## src/rtl/switch_bounce_gen.sv

```systemverilog
// rtl/switch_bounce_gen.sv - mechanical switch emulator producing a bouncing level for debouncer stimulus
//
// Purpose: on an accepted command, drive switch_out to the target level with
// N pseudo-random glitch pairs, hold it stable for HOLD_CYC cycles, then pulse
// settled.
//
// Ports:
//   clk          in   system clock, rising edge
//   reset        in   asynchronous active-high reset
//   cmd_valid    in   command request
//   cmd_level    in   target switch level, sampled on accept
//   cmd_bounces  in   number of glitch pairs (0..15), sampled on accept
//   cmd_ready    out  high only while idle
//   switch_out   out  emulated switch line (registered)
//   busy         out  high while a sequence is in progress
//   settled      out  one-cycle pulse on sequence completion
module switch_bounce_gen #(
    parameter logic        RESET_LEVEL = 1'b0,
    parameter int          GLITCH_W    = 3,
    parameter int          HOLD_CYC    = 16,
    parameter logic [15:0] LFSR_SEED   = 16'hACE1
) (
    input  logic       clk,
    input  logic       reset,
    input  logic       cmd_valid,
    input  logic       cmd_level,
    input  logic [3:0] cmd_bounces,
    output logic       cmd_ready,
    output logic       switch_out,
    output logic       busy,
    output logic       settled
);

    localparam int          SW        = GLITCH_W + 1;
    localparam int          HCW       = $clog2(HOLD_CYC + 1);
    localparam logic [HCW-1:0] HOLD_LAST = HCW'(HOLD_CYC - 1);
    // An all-zero Galois LFSR would lock up, so a zero seed is replaced.
    localparam logic [15:0] SEED_EFF  = (LFSR_SEED == 16'h0000) ? 16'h0001 : LFSR_SEED;

    typedef enum logic [1:0] {
        S_IDLE,
        S_BOUNCE,
        S_HOLD
    } state_t;

    state_t          state_q, state_d;
    logic            sw_q, sw_d;
    logic            settled_q, settled_d;
    logic [15:0]     lfsr_q, lfsr_d;
    logic [4:0]      toggles_q, toggles_d;
    logic [SW-1:0]   seg_q, seg_d;
    logic [HCW-1:0]  hold_q, hold_d;
    logic [SW-1:0]   seg_len;

    always_comb begin
        lfsr_d    = {1'b0, lfsr_q[15:1]} ^ (lfsr_q[0] ? 16'hB400 : 16'h0000);
        seg_len   = SW'(lfsr_q[GLITCH_W-1:0]) + SW'(1);

        state_d   = state_q;
        sw_d      = sw_q;
        settled_d = 1'b0;
        toggles_d = toggles_q;
        seg_d     = seg_q;
        hold_d    = hold_q;

        unique case (state_q)
            S_IDLE: begin
                if (cmd_valid) begin
                    hold_d = '0;
                    if (cmd_level != sw_q) begin
                        sw_d      = cmd_level;
                        toggles_d = {cmd_bounces, 1'b0};
                        seg_d     = seg_len;
                        state_d   = (cmd_bounces != 4'd0) ? S_BOUNCE : S_HOLD;
                    end else begin
                        state_d   = S_HOLD;
                    end
                end
            end
            S_BOUNCE: begin
                // seg_q holds the cycles remaining in the current segment;
                // a value of 1 means this edge ends it.
                if (seg_q == SW'(1)) begin
                    sw_d      = ~sw_q;
                    toggles_d = toggles_q - 5'd1;
                    seg_d     = seg_len;
                    if (toggles_q == 5'd1) begin
                        state_d = S_HOLD;
                        hold_d  = '0;
                    end
                end else begin
                    seg_d = seg_q - SW'(1);
                end
            end
            S_HOLD: begin
                // Entered on the edge of the last change, so HOLD_CYC edges
                // later the line has been stable for exactly HOLD_CYC cycles.
                if (hold_q == HOLD_LAST) begin
                    state_d   = S_IDLE;
                    settled_d = 1'b1;
                    hold_d    = '0;
                end else begin
                    hold_d = hold_q + HCW'(1);
                end
            end
            default: state_d = S_IDLE;
        endcase
    end

    always_ff @(posedge clk or posedge reset) begin
        if (reset) begin
            state_q   <= S_IDLE;
            sw_q      <= RESET_LEVEL;
            settled_q <= 1'b0;
            lfsr_q    <= SEED_EFF;
            toggles_q <= '0;
            seg_q     <= '0;
            hold_q    <= '0;
        end else begin
            state_q   <= state_d;
            sw_q      <= sw_d;
            settled_q <= settled_d;
            lfsr_q    <= lfsr_d;
            toggles_q <= toggles_d;
            seg_q     <= seg_d;
            hold_q    <= hold_d;
        end
    end

    assign cmd_ready  = (state_q == S_IDLE);
    assign busy       = (state_q != S_IDLE);
    assign switch_out = sw_q;
    assign settled    = settled_q;

endmodule

```

## config.mk

```make
export PLATFORM = sky130hd
export DESIGN_NAME = switch_bounce_gen
export DESIGN_NICKNAME = d
export VERILOG_FILES = /design/src/rtl/switch_bounce_gen.sv
export SDC_FILE = /design/constraint.sdc
export NUM_CORES = 1
export LEC_CHECK = 0
export CAP_MARGIN = 20
export CORE_UTILIZATION = 28
export DETAILED_ROUTE_END_ITERATION = 10
export PLACE_DENSITY = 0.45
export SLEW_MARGIN = 20
export SYNTH_ARGS = -nofsm -noshare
export SYNTH_HDL_FRONTEND = slang
export SYNTH_SLANG_ARGS = --single-unit
```

## constraint.sdc

```tcl
create_clock -name clk -period 5.4 [get_ports clk]
set_input_delay 1.08 -clock clk [delete_from_list [all_inputs] [get_ports clk]]
set_output_delay 1.08 -clock clk [all_outputs]
set_load 0.01 [all_outputs]
```

; After elaboration in Yosys (flattened, before gate mapping)
; Cells that the tools add are included.
[totals]
register_bits = 34
latch_bits = 0
mem_bits_rw = 0
rom_bits = 0
input_bits = 8
word_cells = 60
n_memories = 0
[op_classes]
n_addsub = 4
n_mul = 0
div_mod_pow = 0
order_cmp = 0
eq_ne = 11
shifts = 0
n_mux = 27
bitwise_logic = 2
n_reduce_logical = 9
[op_table]
columns = operator, n
row1 = $mux W5, 7
row2 = $mux W16, 1
row3 = $xor A15 B16 Y16, 1
row4 = $pmux W5 S3, 1
row5 = $mux W2, 6
row6 = $mux W4, 3
row7 = $reduce_and A4 Y1, 3
row8 = $pmux W5 S2, 1
row9 = $ne A2 B2 Y1 const B, 4
row10 = $pmux W4 S2, 1
row11 = $pmux W2 S3, 1
row12 = $add A5 B1 Y5 const B, 1
row13 = $eq A5 B1 Y1 const B, 1
row14 = $eq A5 B4 Y1 const B, 1
row15 = $mux W1, 5
row16 = $sub A5 B1 Y5 const B, 1
row17 = $add A3 B1 Y4 const B, 1
row18 = $eq A4 B1 Y1 const B, 1
row19 = $reduce_bool A2 Y1, 2
row20 = $reduce_bool A4 Y1, 1
row21 = $sub A4 B1 Y4 const B, 1
row22 = $reduce_and A3 Y1, 1
row23 = $reduce_bool A3 Y1, 1
row24 = $eq A2 B1 Y1 const B, 1
row25 = 6 further kinds, 6

; Logic depth before layout (Yosys ltp)
[logic_depth]
word_depth = 5
ltp_mapped = 7
depth_no_buf = 6

; Worst setup path after synthesis
; OpenSTA, ideal clock, no wires.
[synth_path]
path_kind = reg2out
start = reg state_q[1]
end = out busy
t_arrival_ps = 977
path_slack_ps = 3343
stages_incl_launch_ff = 4
cell_sequence = dfrtp_1 > buf_2 > nor2_1 > inv_1
[synth_via]
elab_chain_cells = 1
[synth_lines]
columns = element, line_no
row1 = "start, declared", 46  ; state_t state_q, state_d;
row2 = "start signal, assigned", 120  ; state_q <= state_d;
row3 = $reduce_bool A2 Y1, 131  ; assign busy = (state_q != S_IDLE);
row4 = "end, declared", 30  ; output logic busy,
; No other way between the ends.

; Worst setup path in the final report
[layout_path]
start = reg state_q[1]
end = out cmd_ready
[layout_via]
elab_chain_cells = 1
[layout_lines]
columns = element, line_no
row1 = $logic_not A2 Y1, 130  ; assign cmd_ready = (state_q == S_IDLE);
row2 = "end, declared", 28  ; output logic cmd_ready,
; No other way between the ends.

==> impl_summary.log <==
[metrics] FF+latch area: 860.8 µm²
[metrics] worst-case headroom to the max-slew limit: 59.09%
[metrics] count of hold buffers inserted by post-cts repair: 0
[metrics] critical path launch point type: flop
[metrics] P_leak: 0.0008001 µW
[metrics] max-cap violations: 0
[metrics] die outline height: 76.59 µm
[metrics] gate count after technology mapping: 139
[metrics] number of instances resized during post-cts repair: 0
[metrics] Routed Antenna Nets: 0
[metrics] area overhead of the layout relative to synthesis: 17.43%
[metrics] DRC violations left: 0
[metrics] post-synth design cell area: 1558 µm²
[metrics] highest attainable clock frequency: 351.1 MHz
[metrics] clock latency on the worst-skew pair: 0.28 ns
[metrics] switching share of power: 34.03%
[metrics] maximum number of pins on one net before global-route repair: 35
[metrics] ys async rst share: 100.0%
[metrics] post-detailed-placement half-perimeter wirelength: 2008 µm
[metrics] CTS Buf Count: 5
[metrics] total length of routed wires: 2936 µm
[metrics] wire length of the first global-routing pass: 5119 µm
[metrics] largest fanout on the critical path: 10
[metrics] Worst Max-Slew Pin Slew: 0.6137 ns
[metrics] final non-filler cell total: 223
[metrics] total global routing track utilization: 11.36%
[metrics] Comb pwr share: 30.1%
[metrics] antenna violations before repair: 0
[metrics] Final Util: 34.93%
[metrics] Hold/Removal Path Class: flop to flop
[metrics] # rows: 26
[metrics] peak supply drop: 146.4 µV
[metrics] Post-synth EDFFs: 0
[metrics] net count after synthesis: 153
[metrics] final sum of negative setup slack: 0 ns
[metrics] via count of the first global-routing pass: 1058
[metrics] layout cells sized above 1: 15.03%
[metrics] final worst hold slack: 0.3511 ns
[metrics] crit path buf inv count: 1
[metrics] CP Data Required Time: 4.32 ns
[metrics] number of buffers inserted to repair setup after CTS: 0
[metrics] initial drt markers: 46
[metrics] final instance area: 1829 µm²
[metrics] setup skew after layout: 0.005478 ns
[metrics] fill count: 522
[metrics] kind of critical path: flop to primary output
[metrics] slowest cell delay on critical path: 0.61 ns
[metrics] diode count: 0
[metrics] floorplan die area: 5866 µm²
[metrics] max-slew violation count: 0
[metrics] count of buffers inserted at the top-level ports: 11
[metrics] I/O pins: 12
[metrics] initial core utilization: 29.74%
[metrics] placement-stage cell area: 1738 µm²
[metrics] Sequential Power Share: 45.0%
[metrics] Arrival @ worst endpoint: 1.77 ns
[metrics] count of clock tree sinks: 34
[metrics] cell at the root of the clock tree: clkbuf_8
[metrics] power per cell area: 420.8 nW/µm²
[metrics] number of detailed-routing iterations run before antenna repair: 4
[metrics] Yosys reg bits: 34
[metrics] routed vias: 1077
[metrics] outcome: finished clean
[metrics] area taken by multi-input logic gates: 634.4 µm²
[metrics] most used cells in the layout excluding fill and tap cells: dfrtp_1 (26), o21ai_0 (11), clkdlybuf4s50_1 (11)
[metrics] endpoints failing setup: 0
[metrics] residual overflow from global routing: 0
[metrics] average cell area after synthesis: 11.21 µm²
[metrics] library cells used by synthesis: 41
[metrics] RSZ-0062 raised after global routing: false
[metrics] worst-case clock buffer depth: 2
[metrics] NetSw: 262.0 µW
[metrics] final weighted congestion of routability-driven global placement: 0.7802
[metrics] Clock power frac: 24.9%
[metrics] NumNets Final: 166
[metrics] main flop type after synthesis: dfrtp_1
[metrics] Period Utilization, post-route: 52.74%
[metrics] Top Family by Delay on Critical Path: buffers and inverters
[metrics] average wire per standard cell: 13.17 µm
[metrics] cell-by-cell listing of the critical path: nor2_1 > clkdlybuf4s50_1
[metrics] clock transition at the registers of the reported paths: 0.07 ns
[metrics] count of placed standard cells including taps: 215
[metrics] final hold viol count: 0
[metrics] mean number of vias per cell: 4.830
[metrics] final period demand of the worst path: 2.848 ns
[metrics] cell with the largest stage delay on the worst path: clkdlybuf4s50_1
[metrics] cell-internal power: 507.9 µW
[metrics] standard cell core area: 5238 µm²
[metrics] sequential element share of the synthesized area: 55.26%
[metrics] H-tree depth: 2
[metrics] most common cell after layout, fill and taps aside: dfrtp_1
[metrics] clock tree from TritonCTS: yes
[metrics] synth warn: 0
[metrics] x dimension of the die: 76.59 µm
[metrics] Crit. End Element: primary output
[worst register-to-register path: stages, from the launching register on]
cell     delay [ns]
dfrtp_1        0.38
inv_1          0.09
ha_1           0.14
or4b_4         0.49
o31ai_4        0.26
o31ai_2        0.15
a211o_1        0.31
[routing by layer]
| layer | track usage, % | routed length, µm |
|---|---|---|
| met5 | 0 | 0 |
| met4 | 5.769 | 59 |
| met3 | 3.234 | 100 |
| met2 | 16.67 | 1315 |
| met1 | 15.13 | 1460 |
[per-stage QoR]
stage | setup slack (ns) | power (µW)
2_1_floorplan | 3.343 | 509.6
3_3_place_gp | 2.761 | 577.8
3_5_place_dp | 2.714 | 585.5
4_1_cts | 2.532 | 781.8
5_1_grt | 2.429 | 828.2
6_report | 2.552 | 769.8
[logic make-up (layout without fill, tap and decap cells)]
kind of cell               Yosys count  count (layout)  share of synthesized area (%)
AOI/OAI and AO/OA                   37              37                          17.51
xor gates and xnor gates             6               6                          3.373
adders and majority gates            6               6                          4.819
buffers and inverters               16              30                          4.016
DFF                                 34              34                          55.26
muxes                                2               2                          1.365
and+or+nand+nor                     38              38                          13.66
[registers in the layout, indices dropped and copies added (netlist names)]
name and cells:
state_q 2, settled 1, switch_out 1, toggles_q 5, lfsr_q 16, hold_q 5
seg_q 4
[power groups by stage]
stage	Sequential, µW	Clock, µW	Combinational (µW)
5_1_grt	355	213	261
6_report	346	192	232
4_1_cts	346	200	236
2_1_floorplan	331	0	178
3_5_place_dp	350	0	235
3_3_place_gp	349	0	228
[worst paths after layout]
| path | slack, ns | from | cells after the start | to |
|---|---|---|---|---|
| min in group asynchronous | 1.20 | reset | 3 | seg_q[3]$_DFFE_PP0P_ |
| worst min-delay path | 0.35 | lfsr_q[4]$_DFF_PP0_ | 0 | lfsr_q[3]$_DFF_PP0_ |
| max in group asynchronous | 3.87 | reset | 3 | lfsr_q[7]$_DFF_PP1_ |
| worst min register to register | 0.35 | lfsr_q[4]$_DFF_PP0_ | 0 | lfsr_q[3]$_DFF_PP0_ |
| worst max-delay path | 2.55 | state_q[1]$_DFFE_PP0P_ | 2 | cmd_ready |
| worst max register to register | 3.46 | toggles_q[1]$_DFFE_PP0P_ | 6 | hold_q[2]$_DFFE_PP0P_ |
[synthesized netlist by cell type (4+ instances only)]
| cell | instances | area share [%] |
|---|---|---|
| ha_1 | 6 | 4.8 |
| nand3_1 | 4 | 1.3 |
| inv_1 | 10 | 2.4 |
| clkbuf_1 | 4 | 0.96 |
| dfstp_2 | 8 | 13 |
| nor3_1 | 6 | 1.9 |
| xor2_1 | 4 | 2.2 |
| a21oi_1 | 7 | 2.2 |
| o21ai_0 | 11 | 3.5 |
| nand2_1 | 5 | 1.2 |
| nor2_1 | 9 | 2.2 |
| dfrtp_1 | 26 | 42 |
[cell type report]
cell class	instances	area share, %
Sequential cell	34	47.06
Inverter	10	2.052
Timing Repair Buffer	12	6.430
Clock inverter	1	0.2736
Multi-Input combinational cell	89	34.68
Tap cell	70	4.788
Clock buffer	7	4.720
Power figures use the tool's default switching activity.
